## config.mk

```make
export PLATFORM = sky130hd
export DESIGN_NAME = m_lsu_ctrl_flat
export DESIGN_NICKNAME = d
export VERILOG_FILES = /design/src/rtl/m_lsu_ctrl_if.sv /design/src/rtl/m_lsu_ctrl.sv /design/src/flat_wrapper.sv
export SDC_FILE = /design/constraint.sdc
export NUM_CORES = 1
export LEC_CHECK = 0
export CORE_AREA = 2 2 103 105
export DETAILED_ROUTE_END_ITERATION = 16
export DIE_AREA = 0 0 105 107
export PLACE_DENSITY_LB_ADDON = 0.2
export SLEW_MARGIN = 0
export SYNTH_ARGS = -nofsm -noshare
export SYNTH_HDL_FRONTEND = slang
export SYNTH_SLANG_ARGS = --single-unit
```

## constraint.sdc

```tcl
create_clock -name clk -period 5.4 [get_ports clk]
set_input_delay 0.81 -clock clk [delete_from_list [all_inputs] [get_ports clk]]
set_output_delay 0.81 -clock clk [all_outputs]
set_load 0.02 [all_outputs]
```

## src/rtl/m_lsu_ctrl_if.sv

```systemverilog
// Data bus between the load/store controller (master) and the memory slave.
// Single outstanding transfer: req stays high until ack; ack is only
// meaningful while req is high.
//   req   master->slave  transfer request
//   we    master->slave  write enable
//   addr  master->slave  word-aligned address
//   wdata master->slave  lane-replicated store data
//   sel   master->slave  byte enables
//   rdata slave->master  read data
//   ack   slave->master  transfer complete
interface m_lsu_ctrl_if;
  logic        req;
  logic        we;
  logic [31:0] addr;
  logic [31:0] wdata;
  logic [3:0]  sel;
  logic [31:0] rdata;
  logic        ack;

  modport master (output req, we, addr, wdata, sel, input rdata, ack);
  modport slave  (input req, we, addr, wdata, sel, output rdata, ack);
endinterface

```

## src/rtl/m_lsu_ctrl.sv

```systemverilog
// Load/store unit controller for the EXE/MEM stage. Takes one memory op at a
// time, runs it on a single-outstanding data bus, formats load data and store
// byte lanes, and talks to the hazard unit via lsu_req/lsu_ack/lsu_flush.
// Ports:
//   clk, rst_n              clock, async active-low reset
//   lsu_valid_i/is_load_i   op present / load(1) or store(0)
//   lsu_funct3_i            RV32 load/store funct3
//   lsu_addr_i/lsu_wdata_i  effective address / store data
//   lsu_flush_i             abort request from the hazard unit
//   lsu_req_o/lsu_ack_o     stall request / one-cycle completion pulse
//   lsu_rdata_o             formatted load result (valid with lsu_ack_o)
//   ld_/st_misalign_o       misaligned access pulses
//   bus_err_o               bus timeout pulse, concurrent with lsu_ack_o
//   dbus                    data bus master port
//
// state | meaning
// IDLE  | no transfer; issue or flag misalignment
// BUSY  | transfer on the bus, result will be reported
// DRAIN | transfer aborted by flush, waiting for bus to finish silently
module m_lsu_ctrl #(
  parameter int unsigned TIMEOUT = 255,
  parameter int unsigned CNT_W   = 8
) (
  input  logic        clk,
  input  logic        rst_n,
  input  logic        lsu_valid_i,
  input  logic        lsu_is_load_i,
  input  logic [2:0]  lsu_funct3_i,
  input  logic [31:0] lsu_addr_i,
  input  logic [31:0] lsu_wdata_i,
  input  logic        lsu_flush_i,
  output logic        lsu_req_o,
  output logic        lsu_ack_o,
  output logic [31:0] lsu_rdata_o,
  output logic        ld_misalign_o,
  output logic        st_misalign_o,
  output logic        bus_err_o,
  m_lsu_ctrl_if.master dbus
);

  typedef enum logic [1:0] {IDLE, BUSY, DRAIN} state_e;

  localparam logic [CNT_W-1:0] CNT_LAST = CNT_W'(TIMEOUT - 1);

  state_e      state_q, state_d;
  logic [CNT_W-1:0] cnt_q, cnt_d;
  logic        we_q, we_d;
  logic [31:0] addr_q, addr_d;
  logic [3:0]  sel_q, sel_d;
  logic [31:0] wdata_q, wdata_d;
  logic [2:0]  funct3_q, funct3_d;
  logic [1:0]  off_q, off_d;

  logic        misaligned, mis_op, issue, timeout;
  logic [3:0]  sel_new;
  logic [31:0] wdata_new, rd_shift, load_fmt;
  logic [15:0] rd_half;

  assign misaligned = ((lsu_funct3_i[1:0] == 2'b01) & lsu_addr_i[0]) |
                      ((lsu_funct3_i[1:0] == 2'b10) & (lsu_addr_i[1:0] != 2'b00));
  assign mis_op  = (state_q == IDLE) & lsu_valid_i & misaligned & ~lsu_flush_i;
  assign issue   = (state_q == IDLE) & lsu_valid_i & ~misaligned & ~lsu_flush_i;
  // This cycle is the TIMEOUT-th one spent waiting, counting from the first bus cycle.
  assign timeout = (cnt_q == CNT_LAST) & ~dbus.ack;

  always_comb begin
    sel_new   = 4'b1111;
    wdata_new = lsu_wdata_i;
    if (!lsu_is_load_i) begin
      case (lsu_funct3_i[1:0])
        2'b00: begin
          sel_new   = 4'b0001 << lsu_addr_i[1:0];
          wdata_new = {4{lsu_wdata_i[7:0]}};
        end
        2'b01: begin
          sel_new   = lsu_addr_i[1] ? 4'b1100 : 4'b0011;
          wdata_new = {2{lsu_wdata_i[15:0]}};
        end
        default: ;
      endcase
    end
  end

  always_comb begin
    rd_shift = dbus.rdata >> {off_q, 3'b000};
    rd_half  = off_q[1] ? dbus.rdata[31:16] : dbus.rdata[15:0];
    case (funct3_q[1:0])
      2'b00:   load_fmt = {{24{~funct3_q[2] & rd_shift[7]}}, rd_shift[7:0]};
      2'b01:   load_fmt = {{16{~funct3_q[2] & rd_half[15]}}, rd_half};
      default: load_fmt = dbus.rdata;
    endcase
  end

  always_ff @(posedge clk or negedge rst_n) begin
    if (!rst_n) begin
      state_q  <= IDLE;
      cnt_q    <= '0;
      we_q     <= 1'b0;
      addr_q   <= '0;
      sel_q    <= '0;
      wdata_q  <= '0;
      funct3_q <= '0;
      off_q    <= '0;
    end else begin
      state_q  <= state_d;
      cnt_q    <= cnt_d;
      we_q     <= we_d;
      addr_q   <= addr_d;
      sel_q    <= sel_d;
      wdata_q  <= wdata_d;
      funct3_q <= funct3_d;
      off_q    <= off_d;
    end
  end

  always_comb begin
    state_d  = state_q;
    cnt_d    = cnt_q;
    we_d     = we_q;
    addr_d   = addr_q;
    sel_d    = sel_q;
    wdata_d  = wdata_q;
    funct3_d = funct3_q;
    off_d    = off_q;
    case (state_q)
      IDLE: begin
        if (issue) begin
          state_d  = BUSY;
          cnt_d    = '0;
          we_d     = ~lsu_is_load_i;
          addr_d   = {lsu_addr_i[31:2], 2'b00};
          sel_d    = sel_new;
          wdata_d  = wdata_new;
          funct3_d = lsu_funct3_i;
          off_d    = lsu_addr_i[1:0];
        end
      end
      BUSY: begin
        if (dbus.ack || timeout) begin
          state_d = IDLE;
        end else begin
          cnt_d = cnt_q + CNT_W'(1);
          if (lsu_flush_i) state_d = DRAIN;
        end
      end
      DRAIN: begin
        // The request cannot be withdrawn, so wait for ack or timeout.
        if (dbus.ack || timeout) state_d = IDLE;
        else                     cnt_d   = cnt_q + CNT_W'(1);
      end
      default: state_d = IDLE;
    endcase
  end

  always_comb begin
    lsu_req_o     = 1'b0;
    lsu_ack_o     = 1'b0;
    lsu_rdata_o   = '0;
    ld_misalign_o = 1'b0;
    st_misalign_o = 1'b0;
    bus_err_o     = 1'b0;
    case (state_q)
      IDLE: begin
        lsu_req_o     = issue;
        ld_misalign_o = mis_op & lsu_is_load_i;
        st_misalign_o = mis_op & ~lsu_is_load_i;
      end
      BUSY: begin
        // A flush in the completing cycle still lets the transfer finish,
        // but the pipeline no longer wants the result.
        if (!lsu_flush_i) begin
          if (dbus.ack) begin
            lsu_ack_o = 1'b1;
            if (!we_q) lsu_rdata_o = load_fmt;
          end else if (timeout) begin
            lsu_ack_o = 1'b1;
            bus_err_o = 1'b1;
          end
        end
      end
      DRAIN: lsu_req_o = lsu_valid_i;
      default: ;
    endcase
  end

  assign dbus.req   = (state_q != IDLE);
  assign dbus.we    = we_q;
  assign dbus.addr  = addr_q;
  assign dbus.sel   = sel_q;
  assign dbus.wdata = wdata_q;

endmodule
```

## src/flat_wrapper.sv

```systemverilog
// flat-port wrapper written by rule: the top's interface ports become plain ports
module m_lsu_ctrl_flat 
#(
  parameter int unsigned TIMEOUT = 255,
  parameter int unsigned CNT_W   = 8
)
  (clk, rst_n, lsu_valid_i, lsu_is_load_i, lsu_funct3_i, lsu_addr_i, lsu_wdata_i, lsu_flush_i, lsu_req_o, lsu_ack_o, lsu_rdata_o, ld_misalign_o, st_misalign_o, bus_err_o, dbus_req, dbus_we, dbus_addr, dbus_wdata, dbus_sel, dbus_rdata, dbus_ack);
  m_lsu_ctrl_if dbus_i ();
  input  logic clk;
  input  logic rst_n;
  input  logic lsu_valid_i;
  input  logic lsu_is_load_i;
  input  logic [2:0] lsu_funct3_i;
  input  logic [31:0] lsu_addr_i;
  input  logic [31:0] lsu_wdata_i;
  input  logic lsu_flush_i;
  output logic lsu_req_o;
  output logic lsu_ack_o;
  output logic [31:0] lsu_rdata_o;
  output logic ld_misalign_o;
  output logic st_misalign_o;
  output logic bus_err_o;
  output wire logic [$bits(dbus_i.req)-1:0] dbus_req;
  output wire logic [$bits(dbus_i.we)-1:0] dbus_we;
  output wire logic [$bits(dbus_i.addr)-1:0] dbus_addr;
  output wire logic [$bits(dbus_i.wdata)-1:0] dbus_wdata;
  output wire logic [$bits(dbus_i.sel)-1:0] dbus_sel;
  input wire logic [$bits(dbus_i.rdata)-1:0] dbus_rdata;
  input wire logic [$bits(dbus_i.ack)-1:0] dbus_ack;
  assign dbus_req = dbus_i.req;
  assign dbus_we = dbus_i.we;
  assign dbus_addr = dbus_i.addr;
  assign dbus_wdata = dbus_i.wdata;
  assign dbus_sel = dbus_i.sel;
  assign dbus_i.rdata = dbus_rdata;
  assign dbus_i.ack = dbus_ack;
  m_lsu_ctrl #(.TIMEOUT(TIMEOUT), .CNT_W(CNT_W)) u_core (.clk(clk), .rst_n(rst_n), .lsu_valid_i(lsu_valid_i), .lsu_is_load_i(lsu_is_load_i), .lsu_funct3_i(lsu_funct3_i), .lsu_addr_i(lsu_addr_i), .lsu_wdata_i(lsu_wdata_i), .lsu_flush_i(lsu_flush_i), .lsu_req_o(lsu_req_o), .lsu_ack_o(lsu_ack_o), .lsu_rdata_o(lsu_rdata_o), .ld_misalign_o(ld_misalign_o), .st_misalign_o(st_misalign_o), .bus_err_o(bus_err_o), .dbus(dbus_i));
endmodule
```

==> results_dict.tcl <==
set metrics [dict create \
    drtPass1Iterations 6 \
    p_leak_nw 2.97 \
    ctsLongestPathBuffers 2 \
    placedCellCount 851 \
    yosysWarnings 0 \
    clk_pin_slew_ns 0.08 \
    stdcell_count 866 \
    synth_area_um2 4440 \
    arrival_ns 3.23 \
    wl_met3_mm 1.21 \
    post_drt_via_cell_ratio 5.22 \
    setup_violations 0 \
    core-area_um2 10100 \
    synth_top_area_share_pct 46.3 \
    clockPowerShare_pct 14.2 \
    nFillCells 861 \
    nets 838 \
    power_density_nw_per_um2 498 \
    route.met2.wl_mm 6.78 \
    ios 212 \
    switching_share_pct 41.5 \
    fmax_ghz 0.247 \
    whs_ns 0.482 \
    clock-skew-final_ns 0.00905 \
    wl_per_cell_um 15.6 \
    crit_path_end "st_misalign_o" \
    clock_latency_ns 0.35 \
    final.min_clock_period_ns 4.04 \
    tns_ns 0 \
    syn_area_per_cell_um2 8.28 \
    crit_type "primary input to primary output" \
    tightest_slew_ns 1.12 \
    worst_r2r_path_depth 7 \
    cts_tree "built" \
    groute.usage.overall_pct 23.7 \
    yosysMostFrequentCell "nand2_1" \
    wl_met1_mm 5.23 \
    cts-htree-levels 3 \
    grt_pass1_vias 4488 \
    routabilityCongestion 0.852 \
    clock_sinks 82 \
    ctsResizeCount 0 \
    die_y_um 107 \
    critPathLaunch "lsu_funct3_i[0]" \
    area_growth_syn_to_layout_pct 52.8 \
    endpoint_kind "primary output" \
    seqPwrFrac_pct 32.3 \
    hpwl_mm 10.1 \
    critPathRequiredTime_ns 4.59 \
    synth-edff-count 0 \
    rrSetupSlack_ns 3.08 \
    ir_worst_vdd_v 0.000310 \
    grt_max_degree 83 \
    async_flop_share_pct 100 \
    ant_nets 0 \
    cts_hold_buf 0 \
    p_comb_share_pct 53.5 \
    p_total_mw 3.38 \
    period_share_pct 74.9 \
    grt_setup_unrepaired "no" \
    die_w_um 105 \
    synthCells 536 \
    p_int_mw 1.97 \
    start_kind "primary input" \
    synth.distinct_cells 53 \
    drv_slew 0 \
    grt-ovfl-total 0 \
    reg2reg_to "u_core.dbus.sel[0]" \
    hold_class "flop to flop" \
    num_vias 4520 \
    maxCapViolations 0 \
    critical_path_peak_fanout 23 \
    placementRows 37 \
    synth_area_leader_cell "dfrtp_1" \
    root_buffer "clkbuf_8" \
    grt_first_pass_wirelength_mm 21.5 \
    ys_top_cells_by_area "dfrtp_1 46%, nand2_1 15%, nor2_1 3.5%" \
    ys_ff_latch 82 \
    yosysSeqAreaShare_pct 46.3 \
    cts_made_buffers 9 \
    slew_headroom_pct 25.3 \
    antenna_found_initial 0 \
    synth-main-ff-cell "dfrtp_1" \
    r2r_start "u_core.state_q[1]" \
    antennaDiodeCount 0 \
    top_layer "met4" \
    drt_first_iter_violations 269 \
    drt-total-wl_mm 13.5 \
    status "finished, final reports clean" \
    synthTopCellsByCount "182 x nand2_1, 82 x dfrtp_1, 41 x nor2_1" \
    port_buffers 209 \
    postCtsSetupRepairBufs 0 \
    hold_viol 0 \
    die_area_um2 11200 \
    start_util_pct 43.9 \
    p_switching_mw 1.40 \
    drc 0 \
    drive_gt1_share_pct 6.03 \
]
==> power groups by stage <==
stage | clock, mW | sequential (mW) | combinational [mW]
finish | 0.479 | 1.09 | 1.81
global route | 0.516 | 1.13 | 1.95
CTS | 0.490 | 1.09 | 1.82
detailed placement | 0 | 1.10 | 1.81
global placement | 0 | 1.09 | 1.77
floorplan | 0 | 1.37 | 0.693
==> registers in the layout (all words and copies together) (netlist names) <==
| register | flops |
|---|---|
| u_core.dbus.wdata | 32 |
| u_core.dbus.addr | 30 |
| u_core.cnt_q | 8 |
| u_core.dbus.sel | 4 |
| u_core.funct3_q | 3 |
| u_core.off_q | 2 |
| u_core.state_q | 2 |
| u_core.dbus.we | 1 |
==> routing by layer <==
metal | global-route usage [%] | up-vias
li1 | - | 2182
met1 | 27.1 | 2125
met2 | 41.8 | 188
met3 | 7.23 | 25
met4 | 9.14 | 0
met5 | 0 | -
==> worst max-delay path, stage by stage <==
cell and delay (ns):
clkdlybuf4s50_1 0.80, o21bai_1 0.36, o21ai_1 0.31, nor3b_1 0.29, clkdlybuf4s50_1 0.67
==> placed cells by master (no fill, tap or decap), drive strengths merged, types with 2 or more instances in the layout <==
master / instances
clkdlybuf4s50: 208
a221oi: 9
buf: 5
a211oi: 8
nand2b: 3
nor3: 3
bufinv: 2
ha: 7
nor3b: 4
inv: 31
a41oi: 2
or2: 3
dfrtp: 82
nor2b: 11
nand3: 4
o211ai: 2
nor2: 41
o31ai: 20
o21a: 2
o21bai: 5
o21ai: 20
conb: 2
nand2: 183
a31oi: 12
clkinvlp: 2
nor4: 2
nand3b: 3
mux2: 3
and4: 2
clkbuf: 10
a222oi: 7
o22ai: 2
a21oi: 19
==> area by class of cell <==
cell class                 count  area, µm²  area share [%]
inverter                      31        116            1.72
tap                          136        170            2.51
multi-input combinational    389       2110            31.1
sequential                    82       2050            30.3
timing repair buffer         213       2120            31.3
clock buffer                  10        128            1.88
clock inverter                 5       80.1            1.18
==> worst min-delay path by stage <==
stage / startpoint / endpoint / slack (ns) / depth (start not counted)
final: u_core.dbus.wdata[2] / u_core.dbus.wdata[2] / 0.48 / 2
after global routing: u_core.dbus.wdata[24] / u_core.dbus.wdata[24] / 0.51 / 2
after CTS: u_core.dbus.addr[28] / u_core.dbus.addr[28] / 0.49 / 2
after detailed placement: u_core.dbus.wdata[5] / u_core.dbus.wdata[5] / 0.46 / 2
after global placement: u_core.dbus.addr[9] / u_core.dbus.addr[9] / 0.46 / 2
after floorplan: u_core.funct3_q[2] / u_core.funct3_q[2] / 0.47 / 2
==> through the flow <==
step	area (µm²)	worst slack [ns]	util, %
detailed placement	6570	1.38	65.1
CTS	6780	1.37	67.1
global route	6780	1.15	67.1
floorplan	4440	2.66	-
finish	6780	1.36	67.1
global placement	6570	1.47	65.1
==> cells by family after synthesis <==
group / after synthesis / share of synthesized area [%]
buf+inv: 66 / 6.49
mux: 4 / 0.987
other cells: 1 / 0.0845
simple gates: 261 / 24.9
flops: 82 / 46.3
compound gates: 115 / 19.3
fa+ha+maj: 7 / 1.97
No activity file was read; power rests on OpenSTA's default activity.
